`config.mk`:
```
export PLATFORM = sky130hd
export DESIGN_NAME = shift_sequencer_flat
export DESIGN_NICKNAME = d
export VERILOG_FILES = /design/src/rtl/shift_sequencer_pkg.sv /design/src/rtl/shift_sequencer_if.sv /design/src/rtl/shift_sequencer_shift1_stage.sv /design/src/rtl/shift_sequencer.sv /design/src/flat_wrapper.sv
export SDC_FILE = /design/constraint.sdc
export NUM_CORES = 1
export LEC_CHECK = 0
export ABC_AREA = 1
export CAP_MARGIN = 40
export CORE_ASPECT_RATIO = 1.4
export CORE_MARGIN = 3
export CORE_UTILIZATION = 45
export DETAILED_ROUTE_END_ITERATION = 6
export PLACE_DENSITY_LB_ADDON = 0.15
export SLEW_MARGIN = 20
export SYNTH_ARGS = -nofsm -noshare
export SYNTH_HDL_FRONTEND = slang
export SYNTH_SLANG_ARGS = --single-unit
```
`constraint.sdc`:
```
create_clock -name CLK -period 1.3 [get_ports CLK]
set_input_delay 0.26 -clock CLK [delete_from_list [all_inputs] [get_ports CLK]]
set_output_delay 0.26 -clock CLK [all_outputs]
set_load 0.005 [all_outputs]
```
`src/rtl/shift_sequencer_pkg.sv`:
```
// rtl/shift_sequencer_pkg.sv - op, select and FSM encodings shared by the shift sequencer
package shift_pkg;

  localparam logic [1:0] OP_LSL = 2'd0;
  localparam logic [1:0] OP_LSR = 2'd1;
  localparam logic [1:0] OP_ASR = 2'd2;
  localparam logic [1:0] OP_ROR = 2'd3;

  localparam logic [1:0] SEL_PASS  = 2'd0;
  localparam logic [1:0] SEL_RIGHT = 2'd1;
  localparam logic [1:0] SEL_LEFT  = 2'd2;

  localparam logic [1:0] ST_IDLE  = 2'd0;
  localparam logic [1:0] ST_SHIFT = 2'd1;
  localparam logic [1:0] ST_DONE  = 2'd2;

  // Only LSL moves left; every other op is a right shift differing in fill bit.
  function automatic logic [1:0] op_select(input logic [1:0] op);
    return (op == OP_LSL) ? SEL_LEFT : SEL_RIGHT;
  endfunction

endpackage

```
`src/rtl/shift_sequencer_if.sv`:
```
// rtl/shift_sequencer_if.sv - request/result handshake bundle; Carry exists only with SHIFT_CARRY_OUT_EN
interface shift_sequencer_if #(
  parameter int BITS = 16,
  parameter int AMTW = 4
);
  logic            InValid;
  logic            InReady;
  logic [1:0]      Op;
  logic [AMTW-1:0] Amount;
  logic [BITS-1:0] A;
  logic            OutValid;
  logic            OutReady;
  logic [BITS-1:0] Result;
  logic            Busy;
`ifdef SHIFT_CARRY_OUT_EN
  logic            Carry;
`endif

  modport master (
    output InValid, Op, Amount, A, OutReady,
`ifdef SHIFT_CARRY_OUT_EN
    input  Carry,
`endif
    input  InReady, OutValid, Result, Busy
  );

  modport slave (
    input  InValid, Op, Amount, A, OutReady,
`ifdef SHIFT_CARRY_OUT_EN
    output Carry,
`endif
    output InReady, OutValid, Result, Busy
  );

endinterface

```
`src/rtl/shift_sequencer_shift1_stage.sv`:
```
// rtl/shift_sequencer_shift1_stage.sv - combinational 1-bit shift stage (pass/right/left)
module shift1_stage
  import shift_pkg::*;
#(
  parameter int BITS = 16
) (
  input  logic [1:0]      Select,
  input  logic            InL,
  input  logic            InR,
  input  logic [BITS-1:0] B,
  output logic [BITS-1:0] HOut
);

  always_comb begin
    HOut = B;
    case (Select)
      SEL_RIGHT: HOut = {InL, B[BITS-1:1]};
      SEL_LEFT:  HOut = {B[BITS-2:0], InR};
      default:   HOut = B;
    endcase
  end

endmodule

```
`src/rtl/shift_sequencer.sv`:
```
// rtl/shift_sequencer.sv - one-bit-per-clock shift controller; SHIFT_CARRY_OUT_EN adds the Carry output
module shift_sequencer
  import shift_pkg::*;
#(
  parameter int BITS = 16,
  parameter int AMTW = 4
) (
  input  logic               CLK,
  input  logic               nRST,
  shift_sequencer_if.slave   bus
);

  logic [1:0]      state_q;
  logic [1:0]      op_q;
  logic [AMTW-1:0] count_q;
  logic [BITS-1:0] data_q;
  logic [BITS-1:0] data_shifted;
  logic [1:0]      sel;
  logic            in_l;
  logic            in_r;
  logic            accept;

  assign accept = (state_q == ST_IDLE) && bus.InValid;

  always_comb begin
    sel  = op_select(op_q);
    in_l = 1'b0;
    in_r = 1'b0;
    case (op_q)
      OP_ASR:  in_l = data_q[BITS-1];
      OP_ROR:  in_l = data_q[0];
      default: in_l = 1'b0;
    endcase
  end

  shift1_stage #(.BITS(BITS)) u_stage (
    .Select (sel),
    .InL    (in_l),
    .InR    (in_r),
    .B      (data_q),
    .HOut   (data_shifted)
  );

  always_ff @(posedge CLK or negedge nRST) begin
    if (!nRST) begin
      state_q <= ST_IDLE;
      op_q    <= OP_LSL;
      count_q <= '0;
      data_q  <= '0;
    end else begin
      case (state_q)
        ST_IDLE: begin
          if (accept) begin
            data_q  <= bus.A;
            op_q    <= bus.Op;
            count_q <= bus.Amount;
            state_q <= (bus.Amount == '0) ? ST_DONE : ST_SHIFT;
          end
        end
        ST_SHIFT: begin
          // The last shift and the move to DONE share an edge.
          data_q  <= data_shifted;
          count_q <= count_q - AMTW'(1);
          if (count_q == AMTW'(1)) state_q <= ST_DONE;
        end
        ST_DONE: begin
          if (bus.OutReady) state_q <= ST_IDLE;
        end
        default: state_q <= ST_IDLE;
      endcase
    end
  end

`ifdef SHIFT_CARRY_OUT_EN
  logic carry_q;

  always_ff @(posedge CLK or negedge nRST) begin
    if (!nRST) begin
      carry_q <= 1'b0;
    end else if (accept) begin
      carry_q <= 1'b0;
    end else if (state_q == ST_SHIFT) begin
      carry_q <= (op_q == OP_LSL) ? data_q[BITS-1] : data_q[0];
    end
  end

  assign bus.Carry = carry_q;
`endif

  assign bus.InReady  = (state_q == ST_IDLE);
  assign bus.OutValid = (state_q == ST_DONE);
  assign bus.Busy     = (state_q != ST_IDLE);
  assign bus.Result   = data_q;

endmodule

```
`src/flat_wrapper.sv`:
```
// flat-port wrapper written by rule: the top's interface ports become plain ports
module shift_sequencer_flat import shift_pkg::*;
#(
  parameter int BITS = 16,
  parameter int AMTW = 4
)
  (CLK, nRST, bus_InValid, bus_Op, bus_Amount, bus_A, bus_OutReady, bus_InReady, bus_OutValid, bus_Result, bus_Busy);
  shift_sequencer_if #(.BITS(BITS), .AMTW(AMTW)) bus_i ();
  input  logic CLK;
  input  logic nRST;
  input wire logic [$bits(bus_i.InValid)-1:0] bus_InValid;
  input wire logic [$bits(bus_i.Op)-1:0] bus_Op;
  input wire logic [$bits(bus_i.Amount)-1:0] bus_Amount;
  input wire logic [$bits(bus_i.A)-1:0] bus_A;
  input wire logic [$bits(bus_i.OutReady)-1:0] bus_OutReady;
  output wire logic [$bits(bus_i.InReady)-1:0] bus_InReady;
  output wire logic [$bits(bus_i.OutValid)-1:0] bus_OutValid;
  output wire logic [$bits(bus_i.Result)-1:0] bus_Result;
  output wire logic [$bits(bus_i.Busy)-1:0] bus_Busy;
  assign bus_i.InValid = bus_InValid;
  assign bus_i.Op = bus_Op;
  assign bus_i.Amount = bus_Amount;
  assign bus_i.A = bus_A;
  assign bus_i.OutReady = bus_OutReady;
  assign bus_InReady = bus_i.InReady;
  assign bus_OutValid = bus_i.OutValid;
  assign bus_Result = bus_i.Result;
  assign bus_Busy = bus_i.Busy;
  shift_sequencer #(.BITS(BITS), .AMTW(AMTW)) u_core (.CLK(CLK), .nRST(nRST), .bus(bus_i));
endmodule
```
==> results of run 1 <==
==> cell families (layout without fill, tap and decap cells) <==
logic type	after synthesis	count (layout)	synth area share
and+or+nand+nor	142	142	0.362
AOI/OAI and AO/OA	23	23	0.0744
DFF	24	24	0.376
buffers and inverters	65	125	0.172
adders and majority gates	2	2	0.0157
==> synth_stat cells <==
master   count  area (µm²)
nand2_1     74         278
inv_1       56         210
nor2_1      43         161
dfrtp_1     24         601
nand3_1     22         110
a21oi_1     15        75.1
o21ai_0      7        35.0
buf_2        3        15.0
buf_4        3        22.5
buf_6        2        22.5
ha_1         2        25.0
nor2_4       2        22.5
inv_2        1        3.75
o21ai_2      1        8.76
or2_2        1        6.26
==> cell type report <==
cell class / count / area (µm²)
fillers: 300 / 1050
inverters: 57 / 216
well taps: 40 / 50.0
flip-flops and latches: 24 / 603
repair buffers: 65 / 642
clock buffers: 3 / 41.3
multi-input cells: 167 / 778
==> sequential cells by signal, indices dropped and copies added, names as in the netlist <==
name and flops:
u_core.bus.Result 16, u_core.count_q 4, u_core.state_q 2, u_core.op_q 2
==> cell usage in the layout (no fill, tap or decap), types with 2 or more instances in the layout <==
| master | instances |
|---|---|
| buf_12 | 4 |
| nor2_1 | 39 |
| nand2_1 | 68 |
| nand2_2 | 6 |
| buf_4 | 11 |
| clkdlybuf4s50_1 | 25 |
| nand3_2 | 2 |
| nor2_4 | 4 |
| buf_6 | 7 |
| buf_2 | 2 |
| nand3_1 | 20 |
| o21ai_0 | 6 |
| dfrtp_2 | 2 |
| a21oi_1 | 14 |
| clkbuf_8 | 3 |
| inv_1 | 51 |
| ha_1 | 2 |
| dlygate4sd2_1 | 16 |
| dfrtp_1 | 22 |
| inv_2 | 5 |
| nor2_2 | 2 |
==> worst max-delay path: stages, from the launching register on <==
cell and delay [ns]:
dfrtp_2 0.44, buf_6 0.14, buf_6 0.11, o21ai_4 0.26, buf_6 0.17, nor2_1 0.05, a21oi_1 0.13
==> metrics by stage <==
step / total power, mW / area [µm²] / hold slack [ns] / util / std cells
after floorplan: 3.40 / 1600 / -0.0356 / - / 256
after global placement: 4.71 / 2170 / 0.521 / 0.641 / 344
after detailed placement: 4.77 / 2170 / 0.518 / 0.641 / 344
after CTS: 5.38 / 2300 / 0.346 / 0.680 / 356
after global routing: 6.07 / 2330 / 0.345 / 0.690 / 356
final: 5.48 / 2330 / 0.347 / 0.690 / 356
==> worst max path at each step <==
stage | startpoint | end | slack, ns | depth (start not counted)
detailed placement | bus_InValid | u_core.bus.Result[6] | -0.15 | 5
CTS | u_core.state_q[0] | u_core.bus.Result[4] | -0.07 | 6
global placement | bus_InValid | u_core.bus.Result[15] | -0.10 | 7
global route | u_core.state_q[0] | u_core.bus.Result[15] | -0.15 | 8
finish | u_core.state_q[0] | u_core.bus.Result[14] | -0.08 | 6
floorplan | u_core.count_q[0] | u_core.count_q[2] | 0.16 | 5
==> power groups by stage <==
stage / registers [mW] / clock network [mW] / logic [mW]
after CTS: 1.37 / 0.466 / 3.55
after global routing: 1.42 / 0.496 / 4.15
final: 1.37 / 0.441 / 3.67
after floorplan: 1.40 / 0 / 2.00
after global placement: 1.40 / 0 / 3.31
after detailed placement: 1.41 / 0 / 3.37
==> per-layer routing <==
| layer | global-route usage | vias up | wire length, µm |
|---|---|---|---|
| li1 | - | 878 | - |
| met1 | 0.237 | 747 | 1630 |
| met2 | 0.326 | 47 | 1940 |
| met3 | 0.0220 | 2 | 159 |
| met4 | 0.0546 | 0 | 27 |
| met5 | 0 | - | 0 |
==> repair_timing <==
| item | CTS | global route |
|---|---|---|
| endpoints found under the setup margin | 25 | 24 |
| cloned | 1 | 0 |
| resized for setup | 44 | 17 |
| setup buffers | 8 | 0 |
| pin swaps | 4 | 5 |
==> impl_metrics.env, run 1 <==
export IMPL_outcome="complete, but fails checks"
export IMPL_violations="negative setup slack"
export IMPL_regToRegEndpoint="u_core.bus.Result[14]"
export IMPL_peakVddDrop_uv=1510
export IMPL_synth_avg_cell_area_um2=6.24
export IMPL_drv_cap=0
export IMPL_layout_setup_ws_ns=-0.0797
export IMPL_synth_cells=256
export IMPL_maxSlewHeadroom=0.819
export IMPL_wl_um=3760
export IMPL_viasPerCell=4.70
export IMPL_grt_overflow_total=0
export IMPL_tightestPinTransition_ns=0.271
export IMPL_cts_hold_buf=0
export IMPL_diodes=0
export IMPL_fp_dieW_um=56.3
export IMPL_required_ns=1.49
export IMPL_area_growth_pct=46.0
export IMPL_grt_pass1_wl_um=6650
export IMPL_p_int_mw=3.06
export IMPL_dr_pass1_iters=4
export IMPL_arrival_ns=1.57
export IMPL_r2r_start="u_core.state_q[0]"
export IMPL_cp_max_fo=5
export IMPL_fin_nets=346
export IMPL_antenna_found_initial=0
export IMPL_finalSetupViolations=21
export IMPL_ant_nets=0
export IMPL_hold_viol=0
export IMPL_synth_warnings=0
export IMPL_rsz0062_at_grt="true"
export IMPL_dieArea_um2=4310
export IMPL_cts_sinks=24
export IMPL_place_ws_ns=-0.149
export IMPL_root_buffer="clkbuf_8"
export IMPL_rows=25
export IMPL_route_detailed_drc=0
export IMPL_slew_violations=0
export IMPL_p_per_area_nw_per_um2=2350
export IMPL_yosysUniqueCellTypes=15
export IMPL_sequentialPowerShare=0.249
export IMPL_first_global_vias=1564
export IMPL_start_util=0.473
export IMPL_cts_buffer_depth=2
export IMPL_gp_congestion=0.802
export IMPL_finClkSkew_ns=0.00135
export IMPL_hold_path_class="input port to asynchronous set/reset pin"
export IMPL_syn_num_nets=284
export IMPL_ioPinCount=45
export IMPL_critPathKind="flip-flop to flip-flop"
export IMPL_endpoint_kind="flip-flop"
export IMPL_cts_inserted_buffers=3
export IMPL_fmax_mhz=725
export IMPL_synth_seq_cells=24
export IMPL_dp_hpwl_um=2670
export IMPL_yosysSeqAreaShare=0.376
export IMPL_min_period_over_period=1.06
export IMPL_die_h_um=76.5
export IMPL_clk_latency_ns=0.26
export IMPL_r2r_setup_slack_ns=-0.08
export IMPL_port_buffers=44
export IMPL_switching_share=0.441
export IMPL_wl_per_cell_um=10.6
export IMPL_grt_usage=0.186
export IMPL_cts_tree="done"
export IMPL_worstRegToRegCells=6
export IMPL_clock_power_share=0.081
export IMPL_fin_tns_setup_ns=-1.12
export IMPL_leakage_nw=1.29
export IMPL_path_clk_slew_ns=0.08
export IMPL_layout_min_cycle_time_ns=1.38
export IMPL_start_kind="flip-flop"
export IMPL_htree_levels=1
export IMPL_pwr_share_comb=0.670
export IMPL_drt_iter0_drc=36
export IMPL_drive_above_1_share=0.165
export IMPL_grt_max_degree=25
export IMPL_p_sw_mw=2.42
export IMPL_vias=1674
export IMPL_fp_coreArea_um2=3380
export IMPL_syn_cell_area_um2=1600
(Power assumes the default switching activity.)
==> run 2: changes to the inputs <==
- CTS_CLUSTER_SIZE: default -> 8
==> results of run 2 <==
Same layout as run 1: the final DEF is identical, and so are final timing and power.
==> run 3: changes to the inputs <==
==> constraint.sdc (replaced) <==
create_clock -name CLK -period 1.3 [get_ports CLK]
set_input_delay 0.325 -clock CLK [delete_from_list [all_inputs] [get_ports CLK]]
set_output_delay 0.325 -clock CLK [all_outputs]
set_load 0.005 [all_outputs]
==> run 3 against run 2 <==
The flow still finishes with violations (negative setup slack); hold slack better by 0.054 ns; clock power is 19% higher; non-clock buffer count is 14 higher; sequential power hardly changed; cell count is 4.2% higher; global-route usage is 0.38 points lower; power is 14% higher; die area stayed put; largest power group unchanged; design area is 8.9% higher; utilization is 6.1 points higher; critical path depth is 2 lower.
==> impl_metrics.env, run 3 (same netlist as run 1, synthesis figures left out) <==
export IMPL_worst_path_largest_cell_delay_ns=0.41
export IMPL_fmax_mhz=693
export IMPL_worst_path_buf_inv=3
export IMPL_dr_pass1_iters=4
export IMPL_hold_viol=0
export IMPL_vias=1790
export IMPL_final_common_cell="nand2_1"
export IMPL_first_global_vias=1520
export IMPL_root_buffer="clkbuf_8"
export IMPL_layout_setup_ws_ns=-0.143
export IMPL_min_period_over_period=1.11
export IMPL_worstRegToRegCells=9
export IMPL_cts_tree="done"
export IMPL_dieArea_um2=4310
export IMPL_largest_register_ffs=16
export IMPL_drv_cap=0
export IMPL_port_buffers=44
export IMPL_finClkSkew_ns=0.00184
export IMPL_start_kind="flip-flop"
export IMPL_crit_path_cell_trace="buf_6, nor2_2, inv_1, buf_2"
export IMPL_endpoint_kind="output port"
export IMPL_cp_depth=4
export IMPL_cp_top_family="flip-flops"
export IMPL_regToRegEndpoint="u_core.count_q[3]"
export IMPL_start_util=0.473
export IMPL_required_ns=0.98
export IMPL_grt_pass1_wl_um=6510
export IMPL_wl_per_cell_um=11.7
export IMPL_arrival_ns=1.12
export IMPL_critPathKind="flip-flop to output port"
export IMPL_cp_max_fo=3
export IMPL_fp_dieW_um=56.3
export IMPL_leakage_nw=1.40
export IMPL_grt_max_degree=25
export IMPL_finalSetupViolations=22
export IMPL_layout_common_cells="nand2_1, inv_1, nor2_1"
export IMPL_cts_sinks=24
export IMPL_worstSetupStartpoint="u_core.state_q[1]"
export IMPL_gp_congestion=0.773
export IMPL_wl_um=4340
export IMPL_outcome="complete, but fails checks"
export IMPL_area_sequential_um2=601
export IMPL_ioPinCount=45
export IMPL_path_clk_slew_ns=0.09
export IMPL_dp_cells=344
export IMPL_cts_inserted_buffers=3
export IMPL_viasPerCell=4.82
export IMPL_fp_coreArea_um2=3380
export IMPL_ant_nets=0
export IMPL_violations="negative setup slack"
export IMPL_r2r_start="u_core.state_q[0]"
export IMPL_hold_path_class="input port to asynchronous set/reset pin"
export IMPL_clk_latency_ns=0.27
export IMPL_antenna_found_initial=0
export IMPL_grt_overflow_total=0
export IMPL_fin_hold_ws_ns=0.401
export IMPL_diodes=0
export IMPL_htree_levels=1
export IMPL_drive_above_1_share=0.211
export IMPL_fin_nets=360
export IMPL_slowest_stage="dfrtp_1"
export IMPL_cts_buffer_depth=2
export IMPL_rows=25
export IMPL_num_fill_cells=250
export IMPL_grt_usage=0.182
export IMPL_route_detailed_drc=0
export IMPL_cts_hold_buf=0
export IMPL_multi_input_area_um2=810
export IMPL_r2r_setup_slack_ns=-0.12
export IMPL_area_growth_pct=59.0
export IMPL_die_h_um=76.5
export IMPL_slew_violations=0
export IMPL_p_per_area_nw_per_um2=2460
export IMPL_rsz0062_at_grt="true"
export IMPL_finalNonFillerCells=371
export IMPL_layout_min_cycle_time_ns=1.44
export IMPL_dp_hpwl_um=2640
export IMPL_endpoint="bus_Busy"
export IMPL_tightestPinTransition_ns=0.258
export IMPL_drt_iter0_drc=58
export IMPL_peakVddDrop_uv=2030
export IMPL_maxSlewHeadroom=0.827
==> run 3: where the power goes <==
group | switching (mW) | internal [mW] | total (mW)
Clock | 0.254 | 0.271 | 0.525
Sequential | 0.218 | 1.13 | 1.35
Combinational | 2.21 | 2.15 | 4.36
==> run 3: layer usage <==
metal / wire, µm / vias up / part of all wire / global-route usage
met5: 0 / - / 0 / 0
met4: 57 / 0 / 0.013 / 0.0523
met1: 1800 / 822 / 0.41 / 0.243
met2: 2250 / 55 / 0.52 / 0.309
li1: - / 907 / - / -
met3: 229 / 6 / 0.053 / 0.0203
==> run 3: repair_timing <==
item	4_1_cts	5_1_grt
buffers inserted	11	8
endpoints found under the hold margin	0	0
gates cloned	0	5
setup endpoints to repair	19	25
pin swaps	4	12
resized for setup	35	34
==> run 3: worst min path at each step <==
| stage | start | end | slack, ns | cells after the start |
|---|---|---|---|---|
| CTS | nRST | u_core.bus.Result[9] | 0.40 | 2 |
| global placement | u_core.count_q[3] | u_core.count_q[3] | 0.52 | 2 |
| detailed placement | u_core.count_q[3] | u_core.count_q[3] | 0.53 | 2 |
| finish | nRST | u_core.bus.Result[9] | 0.40 | 2 |
| floorplan | nRST | u_core.bus.Result[0] | 0.03 | 0 |
| global route | nRST | u_core.count_q[1] | 0.41 | 2 |
==> run 3: per-stage QoR <==
step                      total power, mW  setup slack [ns]  TNS (ns)  utilization  cell area (µm²)
after global placement               4.66            -0.186     -2.96        0.638             2150
final                                6.24            -0.143     -1.93        0.751             2540
after global routing                 6.79            -0.185     -3.32        0.751             2540
after floorplan                      3.40             0.164         0            -             1600
after detailed placement             4.71            -0.196     -3.44        0.638             2150
after CTS                            5.35           -0.0564    -0.537        0.677             2290
==> run 3: cell type report <==
class / instances / share of cell area
inverter: 57 / 0.0853
tap: 40 / 0.0197
multi-input combinational: 167 / 0.319
sequential: 24 / 0.237
timing repair buffer: 79 / 0.318
clock buffer: 4 / 0.0217
